### config.mk
export PLATFORM = sky130hd
export DESIGN_NAME = duty_ramp
export DESIGN_NICKNAME = d
export VERILOG_FILES = /design/src/rtl/duty_ramp_pkg.sv /design/src/rtl/duty_ramp_period_tick.sv /design/src/rtl/duty_ramp.sv
export SDC_FILE = /design/constraint.sdc
export NUM_CORES = 1
export LEC_CHECK = 0
export ABC_AREA = 0
export ABC_CLOCK_PERIOD_IN_PS = 5100
export BUFFER_PORTS_ARGS = -buffer_cell sky130_fd_sc_hd__buf_2
export CORE_ASPECT_RATIO = 0.8
export CORE_MARGIN = 8
export CORE_UTILIZATION = 30
export CTS_CLUSTER_SIZE = 16
export DETAILED_ROUTE_END_ITERATION = 12
export HOLD_SLACK_MARGIN = 0.02
export PLACE_DENSITY_LB_ADDON = 0.2
export SYNTH_ARGS = -nofsm -noshare
export SYNTH_HDL_FRONTEND = slang
export SYNTH_SLANG_ARGS = --single-unit
### constraint.sdc
create_clock -name clk -period 5.1 [get_ports clk]
set_input_delay 0.255 -clock clk [delete_from_list [all_inputs] [get_ports clk]]
set_output_delay 0.255 -clock clk [all_outputs]
set_load 0.1 [all_outputs]
### src/rtl/duty_ramp_pkg.sv
// Shared types, constants and arithmetic helpers for the duty_ramp slice.
package duty_ramp_pkg;

    typedef enum logic [1:0] {
        IDLE    = 2'd0,
        RAMP    = 2'd1,
        REVERSE = 2'd2,
        DEAD    = 2'd3
    } ramp_state_t;

    localparam int              DUTY_W   = 11;
    localparam logic [DUTY_W-1:0] DUTY_MAX = 11'h7FF;

    // Magnitude of a signed 12-bit command; -2048 has no positive twin and
    // saturates to the largest duty.
    function automatic logic [DUTY_W-1:0] cmd_mag(input logic [DUTY_W:0] c);
        logic [DUTY_W-1:0] m;
        if (!c[DUTY_W]) begin
            m = c[DUTY_W-1:0];
        end else if (c[DUTY_W-1:0] == '0) begin
            m = DUTY_MAX;
        end else begin
            m = ~c[DUTY_W-1:0] + 11'd1;
        end
        return m;
    endfunction

    // One slew-limited step of duty toward tgt. Sums are formed one bit wider
    // than the duty so that duty + step can never wrap past 2047.
    function automatic logic [DUTY_W-1:0] step_toward(
        input logic [DUTY_W-1:0] duty,
        input logic [DUTY_W-1:0] tgt,
        input logic [DUTY_W:0]   step
    );
        logic [DUTY_W:0]   d;
        logic [DUTY_W:0]   t;
        logic [DUTY_W:0]   sum;
        logic [DUTY_W-1:0] r;
        d   = {1'b0, duty};
        t   = {1'b0, tgt};
        sum = d + step;
        if (d < t) begin
            r = (sum > t) ? tgt : sum[DUTY_W-1:0];
        end else if (d < t + step) begin
            r = tgt;
        end else begin
            r = duty - step[DUTY_W-1:0];
        end
        return r;
    endfunction

endpackage

### src/rtl/duty_ramp_period_tick.sv
// Free-running PWM period counter; tick marks the last clock of each period
// so that registers updated on tick take effect from PWM count 0.
module duty_ramp_period_tick #(
    parameter int PER_BITS = 11
) (
    input  logic clk,
    input  logic rst,
    output logic tick
);

    logic [PER_BITS-1:0] cnt_q;
    logic [PER_BITS-1:0] cnt_d;

    // Next count and end-of-period flag.
    always_comb begin
        cnt_d = cnt_q + PER_BITS'(1);
        tick  = &cnt_q;
    end

    // Counter register, cleared together with the PWM counter.
    always_ff @(posedge clk or posedge rst) begin
        if (rst) begin
            cnt_q <= '0;
        end else begin
            cnt_q <= cnt_d;
        end
    end

endmodule

### src/rtl/duty_ramp.sv
// Slew-rate limited duty generator for the 11-bit PWM stage.
// Optional feature macro: DUTY_RAMP_DEADTIME_EN inserts one zero-duty period
// (DEAD state) between the ramp-down and the ramp-up of a direction reversal.
//
// Handshake: a command transfers in any cycle where cmd_vld and cmd_rdy are
// both high at the rising clock edge. cmd_rdy depends only on the state
// (high in IDLE and RAMP), never on cmd_vld; the source holds cmd stable
// while cmd_vld is high and cmd_rdy is low.
module duty_ramp
    import duty_ramp_pkg::*;
#(
    parameter int STEP     = 16,
    parameter int PER_BITS = 11
) (
    input  logic              clk,
    input  logic              rst,
    input  logic [DUTY_W:0]   cmd,
    input  logic              cmd_vld,
    output logic              cmd_rdy,
    output logic [DUTY_W-1:0] duty,
    output logic              fwd,
    output logic              at_target,
    output ramp_state_t       dbg_state
);

    localparam logic [DUTY_W:0] STEP_C = 12'(STEP);

    ramp_state_t       state_q, state_d, eff_state;
    logic [DUTY_W-1:0] duty_q, duty_d;
    logic              fwd_q, fwd_d;
    logic [DUTY_W-1:0] tmag_q, tmag_d;
    logic              tdir_q, tdir_d;
    logic              at_target_q, at_target_d;

    logic              tick;
    logic              accept;
    logic [DUTY_W-1:0] new_mag;
    logic              new_dir;
    logic [DUTY_W-1:0] ramp_step;
    logic [DUTY_W-1:0] rev_step;

    duty_ramp_period_tick #(
        .PER_BITS(PER_BITS)
    ) u_period_tick (
        .clk (clk),
        .rst (rst),
        .tick(tick)
    );

    assign cmd_rdy   = (state_q == IDLE) || (state_q == RAMP);
    assign accept    = cmd_vld && cmd_rdy;
    assign new_mag   = cmd_mag(cmd);
    assign new_dir   = ~cmd[DUTY_W];

    assign duty      = duty_q;
    assign fwd       = fwd_q;
    assign at_target = at_target_q;
    assign dbg_state = state_q;

    // Target capture, accept-time state decision, then the per-period step.
    always_comb begin
        state_d   = state_q;
        eff_state = state_q;
        duty_d    = duty_q;
        fwd_d     = fwd_q;
        tmag_d    = tmag_q;
        tdir_d    = tdir_q;

        // An accept decides the state immediately so that a tick in the same
        // cycle already steps toward the new target. A zero target never
        // counts as a direction change: there is nothing to reverse into.
        if (accept) begin
            tmag_d = new_mag;
            tdir_d = new_dir;
            if ((new_mag == duty_q) && ((new_dir == fwd_q) || (new_mag == '0))) begin
                eff_state = IDLE;
            end else if ((new_dir != fwd_q) && (new_mag != '0) && (duty_q != '0)) begin
                eff_state = REVERSE;
            end else begin
                eff_state = RAMP;
            end
        end
        state_d = eff_state;

        ramp_step = step_toward(duty_q, tmag_d, STEP_C);
        rev_step  = step_toward(duty_q, '0, STEP_C);

        if (tick) begin
            case (eff_state)
                RAMP: begin
                    duty_d = ramp_step;
                    // Only reached with duty == 0 or matching direction, so
                    // flipping fwd here never happens under nonzero duty.
                    if (tmag_d != '0) begin
                        fwd_d = tdir_d;
                    end
                    if (ramp_step == tmag_d) begin
                        state_d = IDLE;
                    end
                end
                REVERSE: begin
                    duty_d = rev_step;
                    if (rev_step == '0) begin
                        fwd_d = tdir_d;
`ifdef DUTY_RAMP_DEADTIME_EN
                        state_d = DEAD;
`else
                        state_d = RAMP;
`endif
                    end
                end
`ifdef DUTY_RAMP_DEADTIME_EN
                DEAD: begin
                    // Duty held at zero for this whole period; ramp-up starts
                    // on the following tick.
                    state_d = RAMP;
                end
`endif
                default: begin
                end
            endcase
        end

        at_target_d = (state_d == IDLE) && (duty_d == tmag_d) &&
                      ((fwd_d == tdir_d) || (tmag_d == '0));
    end

    // State and output registers; reset drops duty at once, no ramp-down.
    always_ff @(posedge clk or posedge rst) begin
        if (rst) begin
            state_q     <= IDLE;
            duty_q      <= '0;
            fwd_q       <= 1'b1;
            tmag_q      <= '0;
            tdir_q      <= 1'b1;
            at_target_q <= 1'b1;
        end else begin
            state_q     <= state_d;
            duty_q      <= duty_d;
            fwd_q       <= fwd_d;
            tmag_q      <= tmag_d;
            tdir_q      <= tdir_d;
            at_target_q <= at_target_d;
        end
    end

endmodule

Word level (Yosys, flattened, before mapping):

Index checks and enable logic that the tools add are counted.

* add/sub/neg operators: 5
* multipliers: 0
* divide/modulo/power cells: 0
* order comparisons: 4
* eq/ne operators: 9
* shift-type cells: 0
* multiplexer cells: 21
* bitwise logic cells: 2
* reductions and logical operators: 19

Operators with widths (count)
* 2-to-1 mux 11 bit: 8
* zero test 11 bit: 4
* equality test 11 bit: 3
* nonzero test 11 bit: 3
* adder 11 x 5 -> 12 bit, second input constant: 2
* adder 11 x 1 -> 11 bit, second input constant: 2
* one-hot mux 11 bit (2 select lines): 1
* > comparator 12 x 11 -> 1 bit: 1
* less-than comparator 11 x 12 -> 1 bit: 1
* 2-to-1 mux 2 bit: 6
* less-than comparator 11 bit: 1
* less-than comparator 11 x 5 -> 1 bit, second input constant: 1
* NOT 11 bit: 1
* AND reduction 11 bit: 1
* subtractor 11 x 5 -> 11 bit, second input constant: 1
* logical AND 1 bit: 6
* equality test 2 x 1 -> 1 bit, second input constant: 2
* zero test 2 bit: 2
* 2-to-1 mux 1 bit: 4
* one-hot mux 2 bit (2 select lines): 1
* logical OR 1 bit: 3
* equality test 1 bit: 2
* equality test 2 bit, second input constant: 1
* one-hot mux 1 bit (2 select lines): 1
* 2 further kinds: 2

* bits in registers: 38
* bits in latches: 0
* memory bits (writable): 0
* ROM bits: 0
* input bits: 15
* logic and storage cells: 67
* memories: 0

Longest topological paths before layout:

Gate-level depths: netlist (run 1).

* word-level depth: 16
* gate-level depth with buffers: 25
* mapped depth without buffers: 21

By module:

A second synthesis (run 1) with hierarchy kept.

* cell total of the unflattened synthesis: 590
* area, all modules: 4513.1 sq um

By module, submodules not included
* duty_ramp: instances 1, cells an instance 554, area an instance 4056.4 sq um
* duty_ramp_period_tick: instances 1, cells an instance 36, area an instance 456.7 sq um

Least setup slack after synthesis (run 1):

OpenSTA, ideal clock, no wires.

* path type: register to register
* from: register state_q[1], in the netlist dbg_state[1]
* to: register state_q[1], in the netlist dbg_state[1]
* arrival: 5.037 ns
* slack: -0.072 ns
* cell stages (with the launch flop): 20
* clock period less this slack: 5.172 ns
* path through: dfrtp_1 > nand2b_1 > clkbuf_1 > clkbuf_1 > buf_1 > nand2_1 > o21ai_1 > inv_1 > ha_1 > nand3_1 > o41ai_1 > o211ai_1 > o21bai_1 > or2_2 > clkbuf_1 > o221ai_1 > a31oi_2 > a2111oi_4 > nand2b_1 > a21oi_1

* cells in the longest elaborated chain, start to end: 12
* elaborated cells between the ends (all ways): 20

RTL lines
* start, declared: line duty_ramp.sv:28 `ramp_state_t state_q, state_d, eff_state;`
* start signal, assigned: line duty_ramp.sv:138 `state_q <= state_d;`
* equality test 2 x 1 -> 1 bit or zero test 2 bit (tied branches): line duty_ramp.sv:50 `assign cmd_rdy = (state_q == IDLE) || (state_q == RAMP);`
* logical OR 1 bit (*): line duty_ramp.sv:50
* logical AND 1 bit (*): line duty_ramp.sv:51 `assign accept = cmd_vld && cmd_rdy;`
* 2-to-1 mux 11 bit (*): line duty_ramp.sv:72 `if (accept) begin`
* via tmag_d[5]: line duty_ramp.sv:31 `logic [DUTY_W-1:0] tmag_q, tmag_d;`
* adder 11 x 5 -> 12 bit: line duty_ramp_pkg.sv:44 `end else if (d < t + step) begin`
* less-than comparator 11 x 12 -> 1 bit: line duty_ramp_pkg.sv:44
* 2-to-1 mux 11 bit: line duty_ramp_pkg.sv:44
* 2-to-1 mux 11 bit: line duty_ramp_pkg.sv:42 `if (d < t) begin`
* equality test 11 bit (*): line duty_ramp.sv:97 `if (ramp_step == tmag_d) begin`
* 2-to-1 mux 2 bit (*): line duty_ramp.sv:97
* one-hot mux 2 bit (2 select lines) (*): line duty_ramp.sv:89 `case (eff_state)`
* 2-to-1 mux 2 bit (*): line duty_ramp.sv:88 `if (tick) begin`
* via state_d[1]: line duty_ramp.sv:28

Mark *: on every way through the listed nets, which the timed path passes. The rest lies on a longest branch.

Worst setup path in the final report (run 1):

* from: input port cmd[1]
* to: register at_target_q, in the netlist at_target

* cells in the longest elaborated chain, start to end: 16
* elaborated cells between the ends (all ways): 43

RTL lines
* start, declared: line duty_ramp.sv:17 `input logic [DUTY_W:0] cmd,`
* NOT 11 bit: line duty_ramp_pkg.sv:23 `m = ~c[DUTY_W-1:0] + 11'd1;`
* adder 11 x 1 -> 11 bit: line duty_ramp_pkg.sv:23
* 2-to-1 mux 11 bit: line duty_ramp_pkg.sv:20 `end else if (c[DUTY_W-1:0] == '0) begin`
* 2-to-1 mux 11 bit (*): line duty_ramp_pkg.sv:18 `if (!c[DUTY_W]) begin`
* 2-to-1 mux 11 bit or nonzero test 11 bit (tied branches): line duty_ramp.sv:72, duty_ramp.sv:77
* adder 11 x 5 -> 12 bit or logical AND 1 bit (tied branches): line duty_ramp_pkg.sv:44, duty_ramp.sv:77
* less-than comparator 11 x 12 -> 1 bit or logical AND 1 bit (tied branches): line duty_ramp_pkg.sv:44, duty_ramp.sv:77
* 2-to-1 mux 11 bit or 2-to-1 mux 2 bit (tied branches): line duty_ramp_pkg.sv:44, duty_ramp.sv:77
* 2-to-1 mux 11 bit or 2-to-1 mux 2 bit (tied branches): line duty_ramp_pkg.sv:42, duty_ramp.sv:75
* equality test 11 bit or 2-to-1 mux 2 bit (tied branches): line duty_ramp.sv:97, duty_ramp.sv:72
* 2-to-1 mux 2 bit (tied with other cells): line duty_ramp.sv:97
* one-hot mux 2 bit (2 select lines) (tied with other cells): line duty_ramp.sv:89
* 2-to-1 mux 2 bit (tied with other cells): line duty_ramp.sv:88
* zero test 2 bit (tied with other cells): line duty_ramp.sv:124 `at_target_d = (state_d == IDLE) && (duty_d == tmag_d) &&`
* logical AND 1 bit or logical OR 1 bit (tied branches): line duty_ramp.sv:124, duty_ramp.sv:125
* logical AND 1 bit (*): line duty_ramp.sv:124
* via at_target_d: line duty_ramp.sv:33 `logic at_target_q, at_target_d;`
* end signal, assigned: line duty_ramp.sv:143 `at_target_q <= at_target_d;`
* end, declared: line duty_ramp.sv:33

Marks and branches as above.

==> results of run 1 <==
## tightest hold or removal path: cells and delay by family
kind                   cells  cell delay, ns
buffers and inverters      3            0.58
## path summary, 6_finish.rpt
path,endpoint,slack [ns],startpoint,depth (start not counted)
max in group asynchronous,dbg_state[1],4.63,rst,3
max,at_target,0.13,cmd[1],22
min reg2reg,u_period_tick.cnt_q[9],0.46,u_period_tick.cnt_q[9],1
min,dbg_state[1],0.09,rst,3
max reg2reg,at_target,0.23,duty[3],18
min in group clk,dbg_state[1],0.38,cmd_vld,3
## synth_stat cells (4+ instances only)
library cell / n
a21o_1: 4
nor3_1: 17
ha_1: 32
clkbuf_1: 24
and2_1: 5
dfrtp_1: 35
o2111ai_1: 4
o21a_1: 9
inv_1: 28
o21bai_1: 5
nand2_1: 49
o21ai_0: 30
nand2b_1: 10
o21ai_1: 5
a21oi_1: 31
nor2_1: 37
a211o_1: 4
or2_2: 6
or3_1: 4
xnor2_1: 33
nand4_1: 10
xor2_1: 11
o221ai_1: 4
a32o_1: 4
o22ai_1: 9
nor2b_1: 8
o211ai_1: 12
nand3_1: 31
or4_1: 8
buf_2: 9
and3_1: 8
buf_1: 4
o31ai_1: 7
nor4_1: 11
a211oi_1: 6
a31oi_1: 18
## state kept, by name, summed over array words and instances, names as in the netlist
register,count
at_target,1
dbg_state,2
duty,11
fwd,1
tdir_q,1
tmag_q,11
u_period_tick.cnt_q,11
## stage by stage
step	cell area, µm²	hold WS [ns]
6_report	6270	0.0932
4_1_cts	6070	0.109
3_3_place_gp	5870	0.411
2_1_floorplan	4700	0.434
3_5_place_dp	5870	0.426
5_1_grt	6270	0.176
## power by group through the flow
stage                     combinational (mW)  sequential [mW]  clock [mW]
final                                  0.903            0.346       0.415
after global placement                 0.843            0.350           0
after CTS                              0.853            0.346       0.426
after floorplan                        0.462            0.364           0
after detailed placement               0.849            0.351           0
after global routing                   0.969            0.349       0.437
## final cells by class
class,count,area share
clock buffer,5,0.0199
clock inverter,3,0.0110
inverter,33,0.0205
multi-input combinational,501,0.574
sequential,38,0.152
tap,215,0.0429
timing repair buffer,157,0.179
## cell families (layout without fill, tap and decap cells)
group	count (synthesis)	after routing	share of synthesized area
multiplexers	2	2	0.00452
AND/OR/NAND/NOR	222	222	0.252
flip-flops	38	38	0.203
AO/OA/AOI/OAI	201	201	0.308
adder cells (fa/ha/maj)	32	32	0.0852
XOR/XNOR	44	44	0.0820
buffers and inverters	73	198	0.0647
## routing by layer
layer,up-vias,global-route usage
li1,2561,-
met1,2717,0.287
met2,270,0.303
met3,32,0.0657
met4,0,0.0507
met5,-,0
## timing repair
item,4_1_cts,5_1_grt
resized for setup,0,35
setup endpoints to repair,0,3
setup buffers,0,4
endpoints found under the hold margin,0,0
==> impl_metrics.toml, run 1 <==
[synthesis]
seq_area_frac_synth = 0.203
netlist_area_mm2 = 0.00470
ys.flop_type = "dfrtp_1"
ys_top_cells_by_area = "dfrtp_1, ha_1, xnor2_1, nand2_1, a21oi_1"
synth_cell_types = 85
synth_top_cell_area_share = 0.186
async_reset_ff_frac = 1.00
yosysTopAreaCell = "dfrtp_1"
synth_edf_count = 0
ys_ff_latch = 38
synth.net_count = 659
synth_area_per_cell_um2 = 7.68
synth_cells = 612
yosys_warnings = 0

[cts]
htree_levels = 2
clockBufferDepth = 2
root_buffer = "clkbuf_16"
cts_hold_buf = 0
cts_tree = "yes"
cts_sinks = 38
cts_made_buffers = 5
clk_latency_ns = 0.29
cts.clk_slew.worst_paths_ns = 0.07

[power]
ir_drop_mv = 0.127
p_total_mw = 1.66
p_int_mw = 0.981
comb_power_share = 0.543
power.switching_mw = 0.683
leakage_nw = 2.60
pwr-share-seq = 0.208
pwr_density_cell_mw_per_mm2 = 265
power_frac_clock = 0.249
p_sw_frac = 0.411

[layout]
fin_cells = 952
finalNetCount = 783
final_common_cell = "buf_4"
fin_util = 0.404
multi_input_area_mm2 = 0.00360
drive_above_1_share = 0.289
n_antenna_cell = 0
final_cell_mix = "buf_4, nand2_1, nor2_1"
areaGrowthSynthToFinish_pct = 33.5
ff_latch_area_um2 = 956
fillers = 1613

[timing]
fin_crit_ns = 4.97
worstMarginPinSlew_ns = 0.663
hold_viol_final = 0
totalNegativeSetupSlack_ns = 0
period_share = 0.974
fmax_ghz = 0.201
fin_skew_ns = 0.00863
worst_slack_ns = 0.133
maxSlewViolCount = 0
relSlewSlack = 0.555
setup_viol_count_final = 0

[die]
core_area_mm2 = 0.0155
start_util = 0.302
die_w_um = 156
ioPinCount = 31
num_rows = 41
die-height_um = 128
die_area_mm2 = 0.0200

[setup_path]
crit_fanout = 7
path_class = "in2reg"
path_buf_inv = 2
worst_path_largest_cell_delay_ns = 0.57
end_kind = "flop"
path_delay_family = "simple AND/OR/NAND/NOR gates"
start_kind = "input port"
critPathSlowestCell = "or4_4"
worstPathArrival_ns = 5.18
worst_path_most_repeated_cell = "ha_4"
path_cells = "buf_6, inv_4, ha_4, or4b_4, o31a_1, o21ai_1, o211ai_1, or4_1, or4_4, o21ai_4, o21a_1, ha_4, nand2b_4, or2_4, nand2_1, o221ai_1, a211oi_1, and4_1, o2111ai_2, nor4b_2, nand4_1, a211oi_2"
cp.required_ns = 5.31

[placement]
gp_congestion = 0.990
port_buffers = 30
dp_cells = 940
place_hpwl_um = 16000
pre_cts_ws_ns = -0.170

[global_route]
grt_max_degree = 39
grt_pass1_wl_um = 32200
grt_usage = 0.207
antenna_found_initial = 0
grt-ovfl-total = 0
grt_pass1_vias = 5531

[routing]
wirelength_met1_um = 9400
ant_nets = 0
vias_per_cell = 5.86
firstDrtPassIters = 5
routed_wl_um = 20600
dr_wl_met2_um = 8750
top_layer = "met4"
drt_iter0_markers = 476
vias = 5580
post_drt_wl_per_cell_um = 21.6
drcViolationCount = 0
dr_wl_met3_um = 2060

[flow_run]
maxCapViolCount = 0

[worst_hold_path]
min_path_type = "in2async"

[run_status]
status = "completed"
No activity file was read; power rests on OpenSTA's default activity.
==> run 2, diff against run 1 <==
--- a/config.mk
+++ b/config.mk
@@ -15,6 +15,7 @@
 export DETAILED_ROUTE_END_ITERATION = 12
 export HOLD_SLACK_MARGIN = 0.02
 export PLACE_DENSITY_LB_ADDON = 0.2
+export SETUP_SLACK_MARGIN = 0.3
 export SYNTH_ARGS = -nofsm -noshare
 export SYNTH_HDL_FRONTEND = slang
 export SYNTH_SLANG_ARGS = --single-unit
==> impl_metrics.toml, run 2 (synthesis gave the netlist of run 1 again) <==
[routing]
post_drt_wl_per_cell_um = 21.1
firstDrtPassIters = 7
vias_per_cell = 5.81
vias = 5546
ant_nets = 0
drt_iter0_markers = 531
routed_wl_um = 20200
drcViolationCount = 0

[power]
ir_drop_mv = 0.140
pwr_density_cell_mw_per_mm2 = 266
leakage_nw = 2.61

[global_route]
grt_max_degree = 39
use_met1 = 0.292
grtUsageMet2 = 0.303
grt_pass1_wl_um = 31700
grt_usage = 0.203
top_usage_layer = "met2"
grt_pass1_vias = 5485
grtUsageMet3 = 0.0478
antenna_found_initial = 1
grt-ovfl-total = 0

[layout]
areaGrowthSynthToFinish_pct = 33.6
fin_cells = 955
finalNetCount = 786
final_common_cell = "buf_4"
n_antenna_cell = 0
drive_above_1_share = 0.307
fin_util = 0.404
final_cell_mix = "buf_4, nand2_1, nor2_1"

[timing]
period_share = 0.938
hold_viol_final = 0
totalNegativeSetupSlack_ns = 0
setup_viol_count_final = 0
fmax_ghz = 0.209
fin_crit_ns = 4.78
maxSlewViolCount = 0
grt_setup_unrepaired = "yes"
worst_slack_ns = 0.316
worstMarginPinSlew_ns = 0.984
fin_skew_ns = 0.00994
relSlewSlack = 0.337

[cts]
cts_tree = "yes"
cts.clk_slew.worst_paths_ns = 0.07
htree_levels = 2
cts_sinks = 38
cts_made_buffers = 5
cts_hold_buf = 0
root_buffer = "clkbuf_16"
clk_latency_ns = 0.29
clockBufferDepth = 2

[placement]
pre_cts_ws_ns = -0.174
dp_cells = 944
place_hpwl_um = 15900
port_buffers = 30
gp_congestion = 0.969

[setup_path]
rrSetupSlack_ns = 0.47
cp.depth = 21
cp.required_ns = 5.31
path_cells = "buf_2, buf_4, or4_1, nor3_1, a2111o_1, o2111ai_1, or4_1, or4_4, o21ai_2, o21a_1, ha_1, nand2b_4, or2_4, nand2_2, o221ai_1, a211oi_1, and4_1, o2111ai_2, nor4b_2, nand4_1, a211oi_2"
worstPathArrival_ns = 4.99
critPathSlowestCell = "or4_1"
path_delay_family = "simple AND/OR/NAND/NOR gates"
crit_fanout = 10
worst_path_most_repeated_cell = "or4_1"
reg2reg_depth = 18
path_buf_inv = 2
end_kind = "flop"
worst_path_largest_cell_delay_ns = 0.59
path_class = "in2reg"
start_kind = "input port"

[die]
core_area_mm2 = 0.0155
ioPinCount = 31
die_w_um = 156
die-height_um = 128
die_area_mm2 = 0.0200
start_util = 0.302
num_rows = 41

[worst_hold_path]
min_path_type = "in2async"

[flow_run]
maxCapViolCount = 0

[run_status]
status = "completed"
==> run 2: power by group <==
group          leakage [nW]  internal, mW  total [mW]  switching, mW
logic                  2.05         0.366       0.895          0.529
clock network        0.0940         0.282       0.429          0.147
registers             0.467         0.333       0.345         0.0129
==> run 2: area by class of cell <==
class,instances,area [µm²]
fillers,1597,9270
repair buffers,160,1130
clock inverters,3,68.8
inverters,33,128
clock buffers,5,125
well taps,215,269
multi-input cells,501,3600
flip-flops and latches,38,962
==> run 2: final timing paths <==
check,startpoint,end
max,cmd[1],at_target
min,rst,u_period_tick.cnt_q[10]
max reg2reg,duty[3],at_target
min reg2reg,u_period_tick.cnt_q[0],u_period_tick.cnt_q[0]
max in group asynchronous,rst,dbg_state[1]
min in group clk,cmd_vld,dbg_state[1]
==> run 2: timing repair <==
item                                    4_1_cts  5_1_grt
gates resized for setup                       8       14
buffers inserted                              1        2
endpoints found under the setup margin        2       11
pin swaps                                     4        3
==> run 2: worst min-delay path: cells and delay by family <==
| kind | cells | cell delay (ns) |
|---|---|---|
| buf+inv | 3 | 0.60 |
==> run 2: per-layer routing <==
layer,wire length (µm),part of all wire
met5,10,0.00050
met4,236,0.012
met3,1960,0.097
met2,8390,0.42
met1,9580,0.47
==> run 2: metrics by stage <==
| stage | instance area, µm² | total power, mW | hold WS [ns] |
|---|---|---|---|
| floorplan | 4810 | 0.833 | 0.434 |
| global placement | 5960 | 1.20 | 0.426 |
| detailed placement | 5960 | 1.20 | 0.436 |
| CTS | 6210 | 1.64 | 0.128 |
| global route | 6280 | 1.75 | 0.166 |
| finish | 6280 | 1.67 | 0.107 |
==> run 3, diff against run 2 <==
--- a/config.mk
+++ b/config.mk
@@ -15,6 +15,7 @@
 export DETAILED_ROUTE_END_ITERATION = 12
 export HOLD_SLACK_MARGIN = 0.02
 export PLACE_DENSITY_LB_ADDON = 0.2
+export REMOVE_ABC_BUFFERS = 1
 export SETUP_SLACK_MARGIN = 0.3
 export SYNTH_ARGS = -nofsm -noshare
 export SYNTH_HDL_FRONTEND = slang
==> impl_metrics.toml, run 3 (synthesis gave the netlist of run 1 again) <==
[power]
ir_drop_mv = 0.176
pwr_density_cell_mw_per_mm2 = 259
p_total_mw = 1.57
leakage_nw = 2.51

[die]
start_util = 0.302
die_area_mm2 = 0.0200
ioPinCount = 31
num_rows = 41
die_w_um = 156
die-height_um = 128
core_area_mm2 = 0.0155

[global_route]
grt_max_degree = 39
grt_pass1_vias = 5237
grt_usage = 0.205
antenna_found_initial = 0
grt-ovfl-total = 0
grt_pass1_wl_um = 31500

[routing]
drt_iter0_markers = 538
vias = 5524
vias_per_cell = 5.88
firstDrtPassIters = 5
drcViolationCount = 0
ant_nets = 0
post_drt_wl_per_cell_um = 22.0
routed_wl_um = 20700

[timing]
maxSlewViolCount = 0
hold_ws_ns = 0.0932
worstMarginPinSlew_ns = 0.733
totalNegativeSetupSlack_ns = 0
period_share = 0.945
relSlewSlack = 0.507
fmax_ghz = 0.208
hold_viol_final = 0
grt_setup_unrepaired = "yes"
setup_viol_count_final = 0
fin_skew_ns = 0.00576
fin_crit_ns = 4.82

[placement]
gp_congestion = 0.963
port_buffers = 30
place_hpwl_um = 16400

[cts]
cts.clk_slew.worst_paths_ns = 0.06
cts_sinks = 38
root_buffer = "clkbuf_16"
clockBufferDepth = 2
cts_hold_buf = 0
clk_latency_ns = 0.28
cts_made_buffers = 5
cts_tree = "yes"
htree_levels = 2

[setup_path]
cp.required_ns = 5.31
path_class = "in2reg"
worstPathArrival_ns = 5.02
crit_fanout = 7
start_kind = "input port"
end_kind = "flop"
rrSetupSlack_ns = 0.32

[run_status]
status = "completed"

[layout]
n_antenna_cell = 0
finalNetCount = 770
fin_util = 0.391
drive_above_1_share = 0.273
final_cell_mix = "buf_4, nand2_1, nor2_1"
final_common_cell = "buf_4"
fillers = 1597
areaGrowthSynthToFinish_pct = 29.3

[flow_run]
maxCapViolCount = 0

[worst_hold_path]
min_path_type = "in2async"
-- run 3: cell types whose count changed in the layout (fill, tap and decap cells not counted), sizes merged --
cell      change
buf          -16
bufinv        -2
clkbuf        +1
clkinvlp      +1
-- run 3: where the power goes --
part           leakage (nW)  switching (mW)  total, mW  internal [mW]
clock network        0.0729           0.134      0.328          0.194
registers             0.472          0.0117      0.344          0.333
logic                  1.96           0.546      0.901          0.355
total                  2.51           0.692       1.57          0.882
-- run 3: path summary, 6_finish.rpt --
| check | startpoint | end | depth (start not counted) |
|---|---|---|---|
| worst max-delay path | cmd[0] | at_target | 22 |
| worst min-delay path | rst | u_period_tick.cnt_q[9] | 3 |
| worst max register to register | duty[6] | at_target | 19 |
| worst min register to register | u_period_tick.cnt_q[5] | u_period_tick.cnt_q[5] | 1 |
| max in group asynchronous | rst | fwd | 3 |
| min in group clk | cmd_vld | dbg_state[1] | 3 |
-- run 3: through the flow --
stage | cells | area [µm²] | setup WS [ns]
2_1_floorplan | 572 | 4520 | -0.706
3_3_place_gp | 930 | 5810 | -0.0865
3_5_place_dp | 930 | 5810 | -0.127
4_1_cts | 938 | 5980 | 0.326
5_1_grt | 939 | 6080 | 0.0383
6_report | 939 | 6080 | 0.282
-- run 3: layout make-up --
class                           count  area (µm²)  share of cell area
Multi-Input combinational cell    501        3560               0.586
Timing Repair Buffer              144        1020               0.168
Sequential cell                    38         955               0.157
Tap cell                          215         269              0.0442
Clock buffer                        6         139              0.0228
Inverter                           33         124              0.0204
Clock inverter                      2        12.5             0.00206
-- run 3: metal layers --
| metal | track usage | wire length [µm] | share of wire | vias up |
|---|---|---|---|---|
| met5 | 0 | 0 | 0 | - |
| met4 | 0.0421 | 274 | 0.013 | 0 |
| met3 | 0.0610 | 2130 | 0.10 | 24 |
| met2 | 0.277 | 8210 | 0.40 | 267 |
| met1 | 0.308 | 10100 | 0.49 | 2695 |
| li1 | - | - | - | 2538 |
-- run 3: critical path, stage by stage --
cell and delay (ns):
buf_2 0.11, inv_1 0.10, ha_4 0.17, or4b_4 0.46, o31a_1 0.27, o21ai_1 0.12, o211ai_1 0.11, or4_1 0.49
or4_4 0.57, o21ai_2 0.16, o21a_1 0.16, ha_1 0.23, nand2b_2 0.23, or2_4 0.30, buf_4 0.17, a21oi_1 0.12
o21ai_1 0.10, a31oi_1 0.22, o2111ai_1 0.15, nor4b_2 0.23, nand4_1 0.13, a211oi_2 0.17
-- run 3: timing repair --
item,in CTS,in global routing
resized for setup,6,24
buffers inserted,0,1
pin swaps,1,2
setup endpoints to repair,1,13
